==> src/rtl/ddr3_rd_arbiter_if.sv <==
// Requester and DDR3 reader bundle for the two-port read arbiter.
// slave is the arbiter side; master is the requesters plus the reader.
interface ddr3_rd_arbiter_if;
  logic        req0;
  logic [22:0] addr0;
  logic [20:0] cnt0;
  logic        req1;
  logic [22:0] addr1;
  logic [20:0] cnt1;
  logic        gnt0;
  logic        gnt1;
  logic        done0;
  logic        done1;
  logic        err0;
  logic        err1;
  logic [22:0] ddr3_rd_start_addr;
  logic [20:0] ddr3_rd_burst_cnt;
  logic        enable_reading;
  logic        reading_done;
  logic        busy;

  modport slave (
    input  req0, addr0, cnt0,
    input  req1, addr1, cnt1,
    input  reading_done,
    output gnt0, gnt1,
    output done0, done1,
    output err0, err1,
    output ddr3_rd_start_addr,
    output ddr3_rd_burst_cnt,
    output enable_reading,
    output busy
  );

  modport master (
    output req0, addr0, cnt0,
    output req1, addr1, cnt1,
    output reading_done,
    input  gnt0, gnt1,
    input  done0, done1,
    input  err0, err1,
    input  ddr3_rd_start_addr,
    input  ddr3_rd_burst_cnt,
    input  enable_reading,
    input  busy
  );
endinterface

==> src/rtl/ddr3_rd_arbiter.sv <==
// Round-robin arbiter sharing one DDR3 burst reader between two requesters,
// with a RUN+RELEASE watchdog that aborts a stalled transfer.
module ddr3_rd_arbiter #(
  parameter logic [23:0] TIMEOUT = 24'd10_000_000
) (
  input logic              clk,
  input logic              reset,
  ddr3_rd_arbiter_if.slave bus
);

  localparam int S_IDLE  = 0;
  localparam int S_GRANT = 1;
  localparam int S_RUN   = 2;
  localparam int S_REL   = 3;
  localparam int S_DONE  = 4;
  localparam int S_ABORT = 5;

  typedef enum logic [5:0] {
    IDLE    = 6'b000001,
    GRANT   = 6'b000010,
    RUN     = 6'b000100,
    RELEASE = 6'b001000,
    DONE    = 6'b010000,
    ABORT   = 6'b100000
  } state_e;

  state_e      state_q, state_d;
  logic        owner_q, owner_d;
  logic        last_q, last_d;
  logic [23:0] timer_q, timer_d, timer_inc;
  logic [22:0] addr_q, addr_d;
  logic [20:0] cnt_q, cnt_d;
  logic        sync1_q, done_s_q;
  logic        tmo;

  logic gnt0_q, gnt1_q, en_q, busy_q;
  logic done0_q, done1_q, err0_q, err1_q;
  logic gnt0_d, gnt1_d, en_d, busy_d;
  logic done0_d, done1_d, err0_d, err1_d;

  assign timer_inc = (timer_q == '1) ? timer_q : timer_q + 24'd1;
  assign tmo       = (timer_q >= TIMEOUT);

  always_comb begin
    state_d = state_q;
    owner_d = owner_q;
    last_d  = last_q;
    timer_d = timer_q;
    addr_d  = addr_q;
    cnt_d   = cnt_q;
    unique case (1'b1)
      state_q[S_IDLE]: begin
        if (bus.req0 || bus.req1) begin
          owner_d = (bus.req0 && bus.req1) ? ~last_q : bus.req1;
          addr_d  = owner_d ? bus.addr1 : bus.addr0;
          cnt_d   = owner_d ? bus.cnt1 : bus.cnt0;
          timer_d = '0;
          state_d = GRANT;
        end
      end
      state_q[S_GRANT]: begin
        timer_d = '0;
        state_d = (cnt_q == '0) ? DONE : RUN;
      end
      state_q[S_RUN]: begin
        timer_d = timer_inc;
        if (done_s_q)  state_d = RELEASE;
        else if (tmo)  state_d = ABORT;
      end
      state_q[S_REL]: begin
        timer_d = timer_inc;
        if (!done_s_q) state_d = DONE;
        else if (tmo)  state_d = ABORT;
      end
      state_q[S_DONE], state_q[S_ABORT]: begin
        last_d  = owner_q;
        state_d = IDLE;
      end
      default: state_d = IDLE;
    endcase
  end

  // Outputs are registered from the next state so they move on state entry.
  assign gnt0_d  = !state_d[S_IDLE] && !owner_d;
  assign gnt1_d  = !state_d[S_IDLE] &&  owner_d;
  assign en_d    = state_d[S_RUN];
  assign busy_d  = !state_d[S_IDLE];
  assign done0_d = state_d[S_DONE]  && !owner_d;
  assign done1_d = state_d[S_DONE]  &&  owner_d;
  assign err0_d  = state_d[S_ABORT] && !owner_d;
  assign err1_d  = state_d[S_ABORT] &&  owner_d;

  always_ff @(posedge clk) begin
    if (reset) begin
      state_q  <= IDLE;
      owner_q  <= 1'b0;
      last_q   <= 1'b1;
      timer_q  <= '0;
      addr_q   <= '0;
      cnt_q    <= '0;
      sync1_q  <= 1'b0;
      done_s_q <= 1'b0;
    end else begin
      state_q  <= state_d;
      owner_q  <= owner_d;
      last_q   <= last_d;
      timer_q  <= timer_d;
      addr_q   <= addr_d;
      cnt_q    <= cnt_d;
      sync1_q  <= bus.reading_done;
      done_s_q <= sync1_q;
    end
  end

  always_ff @(posedge clk) begin
    if (reset) begin
      gnt0_q  <= 1'b0;
      gnt1_q  <= 1'b0;
      en_q    <= 1'b0;
      busy_q  <= 1'b0;
      done0_q <= 1'b0;
      done1_q <= 1'b0;
      err0_q  <= 1'b0;
      err1_q  <= 1'b0;
    end else begin
      gnt0_q  <= gnt0_d;
      gnt1_q  <= gnt1_d;
      en_q    <= en_d;
      busy_q  <= busy_d;
      done0_q <= done0_d;
      done1_q <= done1_d;
      err0_q  <= err0_d;
      err1_q  <= err1_d;
    end
  end

  assign bus.gnt0               = gnt0_q;
  assign bus.gnt1               = gnt1_q;
  assign bus.enable_reading     = en_q;
  assign bus.busy               = busy_q;
  assign bus.done0              = done0_q;
  assign bus.done1              = done1_q;
  assign bus.err0               = err0_q;
  assign bus.err1               = err1_q;
  assign bus.ddr3_rd_start_addr = addr_q;
  assign bus.ddr3_rd_burst_cnt  = cnt_q;

endmodule

==> src/flat_wrapper.sv <==
// flat-port wrapper written by rule: the top's interface ports become plain ports
module ddr3_rd_arbiter_flat 
#(
  parameter logic [23:0] TIMEOUT = 24'd10_000_000
)
  (clk, reset, bus_req0, bus_addr0, bus_cnt0, bus_req1, bus_addr1, bus_cnt1, bus_reading_done, bus_gnt0, bus_gnt1, bus_done0, bus_done1, bus_err0, bus_err1, bus_ddr3_rd_start_addr, bus_ddr3_rd_burst_cnt, bus_enable_reading, bus_busy);
  ddr3_rd_arbiter_if bus_i ();
  input logic clk;
  input logic reset;
  input wire logic [$bits(bus_i.req0)-1:0] bus_req0;
  input wire logic [$bits(bus_i.addr0)-1:0] bus_addr0;
  input wire logic [$bits(bus_i.cnt0)-1:0] bus_cnt0;
  input wire logic [$bits(bus_i.req1)-1:0] bus_req1;
  input wire logic [$bits(bus_i.addr1)-1:0] bus_addr1;
  input wire logic [$bits(bus_i.cnt1)-1:0] bus_cnt1;
  input wire logic [$bits(bus_i.reading_done)-1:0] bus_reading_done;
  output wire logic [$bits(bus_i.gnt0)-1:0] bus_gnt0;
  output wire logic [$bits(bus_i.gnt1)-1:0] bus_gnt1;
  output wire logic [$bits(bus_i.done0)-1:0] bus_done0;
  output wire logic [$bits(bus_i.done1)-1:0] bus_done1;
  output wire logic [$bits(bus_i.err0)-1:0] bus_err0;
  output wire logic [$bits(bus_i.err1)-1:0] bus_err1;
  output wire logic [$bits(bus_i.ddr3_rd_start_addr)-1:0] bus_ddr3_rd_start_addr;
  output wire logic [$bits(bus_i.ddr3_rd_burst_cnt)-1:0] bus_ddr3_rd_burst_cnt;
  output wire logic [$bits(bus_i.enable_reading)-1:0] bus_enable_reading;
  output wire logic [$bits(bus_i.busy)-1:0] bus_busy;
  assign bus_i.req0 = bus_req0;
  assign bus_i.addr0 = bus_addr0;
  assign bus_i.cnt0 = bus_cnt0;
  assign bus_i.req1 = bus_req1;
  assign bus_i.addr1 = bus_addr1;
  assign bus_i.cnt1 = bus_cnt1;
  assign bus_i.reading_done = bus_reading_done;
  assign bus_gnt0 = bus_i.gnt0;
  assign bus_gnt1 = bus_i.gnt1;
  assign bus_done0 = bus_i.done0;
  assign bus_done1 = bus_i.done1;
  assign bus_err0 = bus_i.err0;
  assign bus_err1 = bus_i.err1;
  assign bus_ddr3_rd_start_addr = bus_i.ddr3_rd_start_addr;
  assign bus_ddr3_rd_burst_cnt = bus_i.ddr3_rd_burst_cnt;
  assign bus_enable_reading = bus_i.enable_reading;
  assign bus_busy = bus_i.busy;
  ddr3_rd_arbiter #(.TIMEOUT(TIMEOUT)) u_core (.clk(clk), .reset(reset), .bus(bus_i));
endmodule
==> config.mk <==
export PLATFORM = sky130hd
export DESIGN_NAME = ddr3_rd_arbiter_flat
export DESIGN_NICKNAME = d
export VERILOG_FILES = /design/src/rtl/ddr3_rd_arbiter_if.sv /design/src/rtl/ddr3_rd_arbiter.sv /design/src/flat_wrapper.sv
export SDC_FILE = /design/constraint.sdc
export NUM_CORES = 1
export LEC_CHECK = 0
export BUFFER_PORTS_ARGS = -buffer_cell sky130_fd_sc_hd__clkbuf_2
export CORE_MARGIN = 5
export CORE_UTILIZATION = 40
export DETAILED_ROUTE_END_ITERATION = 7
export GPL_TIMING_DRIVEN = 0
export MAX_ROUTING_LAYER = met4
export PLACE_DENSITY = 0.77
export SLEW_MARGIN = 20
export SYNTH_ARGS = -nofsm -noshare
export SYNTH_HDL_FRONTEND = slang
export SYNTH_SLANG_ARGS = --single-unit
==> constraint.sdc <==
create_clock -name clk -period 3 [get_ports clk]
set_input_delay 0.45 -clock clk [delete_from_list [all_inputs] [get_ports clk]]
set_output_delay 0.45 -clock clk [all_outputs]
set_load 0.05 [all_outputs]
==> results.toml <==
[run_status]
status = "finished clean"

[cts]
cts_buffer_depth = 2
clk_latency_ps = 360
ctsResizeCount = 0
cts_hold_buf = 0
path_clk_slew_ps = 90
cts_sinks = 85
cts_tree = "built"
htree_levels = 3
cts_root_buf = "clkbuf_8"
cts_buffers = 9
postCtsSetupBuffers = 0

[detailed_routing]
detail_route.wl_per_cell_um = 14.9
first_iter_violations = 155
routed_wl_mm = 10.7
drt-pass1-iter-count = 4
dr_wl_met2_mm = 5.42
met1_length_mm = 4.47
vias_per_cell = 5.18
drc_errors = 0
via_count = 3706
routed.top_layer = "met4"
ant_nets = 0
wl_met3_um = 563

[global_routing]
grt_pass1_wl_mm = 17.5
grt_pass1_vias = 3840
grt_max_degree = 14
gr-usage-all-layers_pct = 19.2
antenna_found_initial = 0
grt_overflow_total = 0

[timing]
min_period_ps = 2170
fin_crit_sh_pct = 72.2
relSlewSlack_pct = 55.3
setup_violations = 0
hold_violations = 0
max_freq_ghz = 0.462
rsz0062_at_grt = "no"
skew_ps = 14.4
setup_tns_ps = 0
max_slew.worst_pin.slew_ps = 664
slew_violations = 0
finalWorstSetupSlack_ps = 833

[critical_path]
critPathBufInv = 1
cpMostUsedCell = "nand3_1"
cp_max_fo = 6
cp_data_arrival_time_ps = 2420
slowest_delay_ps = 470
reg2reg_from = "u_core.timer_q[0]$_SDFFE_PP0P_"
slowest_stage = "or4_1"
rr_endpoint = "u_core.timer_q[18]$_SDFFE_PP0P_"
r2r_slack_ps = 830
critPathCaptureType = "flop"
path_delay_family = "simple AND/OR/NAND/NOR gates"
critPathKind = "reg -> reg"
r2r_cells = 7
crit_required_ps = 3250
crit_chain = "ha_1, nand3_1, or4_1, buf_2, a211oi_2, nand3_1, mux2_1"
cp-start-kind = "flop"

[synthesis]
syn_area_per_cell_um2 = 9.13
syn-instance-count = 427
synthArstFlopShare_pct = 0
ys_ff_latch = 85
synth_cell_types = 53
synth_edf_count = 0
synth_area_leaders = "dfxtp_1 (44%), mux2i_1 (12%), a211oi_1 (10%), nor2_1 (8.2%), xnor2_1 (3.4%)"
ys.flop_type = "dfxtp_1"
syn_nets = 522
synth_area_leader_cell = "dfxtp_1"
yosys_warnings = 0
ys_seq_area_share_pct = 43.6
yosysTopAreaCellShare_pct = 43.6
syn_area_um2 = 3900

[pwr]
power.share.sequential_pct = 47.0
p_per_area_nw_per_um2 = 543
p_leak_nw = 2.09
clockPowerShare_pct = 28.7
swShare_pct = 34.2
p_int_w = 0.00177
irDropWorstVdd_v = 0.000337
power_w = 0.00269
p_switching_w = 0.000920
p_comb_share_pct = 24.3

[cells_and_area]
mostFrequentLayoutCells = "clkbuf_2 (143), nor2_1 (85), dfxtp_1 (85)"
fin_nets = 676
fill_cells = 942
utilization_pct = 51.4
final_common_cell = "clkbuf_2"
areaGrowthSynthToFinish_pct = 27.1
diodes = 0
final_layout_size_suffix_gt1_share_pct = 30.4
final_area_um2 = 4960

[flow_run]
cap_viol_max_count = 0

[placement]
place_ws_ps = 833
place.gp.congestion = 0.874
io_buffer_count = 143
place_area_um2 = 4780
dpl.hpwl_mm = 8.61

[min_path]
min_from = "bus_reading_done"
min_path_cells = 2
whs_endpoint = "u_core.sync1_q$_SDFF_PP0_"
hold_class = "in -> reg"

[floorplan]
dieArea_um2 = 11800
io-pin-count = 145
rows = 36
fp.dieW_um = 109
core_um2 = 9640
start_util_pct = 40.4
die_y_um = 109
## metrics by stage
stage / std cells / hold slack (ps)
finish: 716 / 330
global route: 716 / 335
CTS: 716 / 318
detailed placement: 703 / 472
global placement: 703 / 452
floorplan: 427 / 414
## worst reg2reg max path, stage by stage, from the launching register on
cell	delay [ps]
dfxtp_1	400
ha_1	190
nand3_1	140
or4_1	480
buf_2	180
a211oi_2	210
nand3_1	130
mux2_1	330
## synth_stat cells (all sizes together), types with 2 or more instances
library cell	instances
a2111oi	3
a211oi	54
a21o	2
a21oi	7
and3	7
buf	10
clkbuf	17
dfxtp	85
ha	2
inv	8
mux2	2
mux2i	45
nand2	16
nand2b	2
nand3	9
nand4	7
nor2	85
nor2b	5
nor3	4
nor3b	2
nor4	8
o21ai	4
o31ai	2
or2	2
or4	5
xnor2	15
xor2	2
## worst max path at each step
stage | from | end | slack [ps] | cells after the start
finish | u_core.timer_q[0]$_SDFFE_PP0P_ | u_core.timer_q[18]$_SDFFE_PP0P_ | 830 | 7
global route | u_core.timer_q[15]$_SDFFE_PP0P_ | u_core.timer_q[4]$_SDFFE_PP0P_ | 660 | 6
CTS | u_core.timer_q[0]$_SDFFE_PP0P_ | u_core.timer_q[18]$_SDFFE_PP0P_ | 830 | 7
detailed placement | u_core.timer_q[0]$_SDFFE_PP0P_ | u_core.timer_q[18]$_SDFFE_PP0P_ | 830 | 7
global placement | bus_req0 | u_core.timer_q[18]$_SDFFE_PP0P_ | 860 | 7
floorplan | u_core.state_q[2]$_SDFF_PP0_ | u_core.timer_q[18]$_SDFFE_PP0P_ | 770 | 6
## area by class of cell
| class | instances | area (um2) | share of cell area, % |
|---|---|---|---|
| multi-input combinational | 307 | 2050 | 41.4 |
| sequential | 85 | 1700 | 34.3 |
| timing repair buffer | 143 | 716 | 14.4 |
| tap | 133 | 166 | 3.36 |
| clock buffer | 9 | 124 | 2.50 |
| buffer | 27 | 114 | 2.30 |
| clock inverter | 4 | 51.3 | 1.04 |
| inverter | 8 | 30.0 | 0.606 |
## routing by layer
layer | global-route usage [%] | up-vias
met5 | - | -
met1 | 22.0 | 1716
met4 | 6.76 | 0
li1 | - | 1844
met3 | 4.32 | 18
met2 | 32.9 | 128
## kinds of logic (layout without fill, tap and decap cells)
| logic type | count (synthesis) | in the layout | synth area share, % |
|---|---|---|---|
| muxes | 47 | 47 | 12.1 |
| buffers and inverters | 35 | 191 | 3.69 |
| xor gates and xnor gates | 17 | 17 | 3.82 |
| AOI/OAI and AO/OA | 82 | 82 | 16.2 |
| adders and majority gates | 2 | 2 | 0.642 |
| DFF | 85 | 85 | 43.6 |
| and+or+nand+nor | 159 | 159 | 19.9 |
## power groups by stage
stage / Sequential [W] / Clock [W] / Combinational [W]
after CTS: 0.00126 / 0.000786 / 0.000657
after detailed placement: 0.00129 / 0 / 0.000657
after global routing: 0.00127 / 0.000832 / 0.000703
after global placement: 0.00129 / 0 / 0.000644
final: 0.00126 / 0.000772 / 0.000653
after floorplan: 0.00152 / 0 / 0.000222
## flip-flops by register name, summed over array words and instances (netlist names)
signal,count
u_core.state_q,6
u_core.done_s_q,1
u_core.timer_q,24
u_core.bus.gnt0,1
u_core.owner_q,1
u_core.bus.err1,1
u_core.bus.busy,1
u_core.bus.done1,1
u_core.bus.ddr3_rd_start_addr,23
u_core.bus.gnt1,1
u_core.bus.ddr3_rd_burst_cnt,21
u_core.last_q,1
u_core.sync1_q,1
u_core.bus.done0,1
u_core.bus.err0,1
Power figures use the tool's default switching activity.
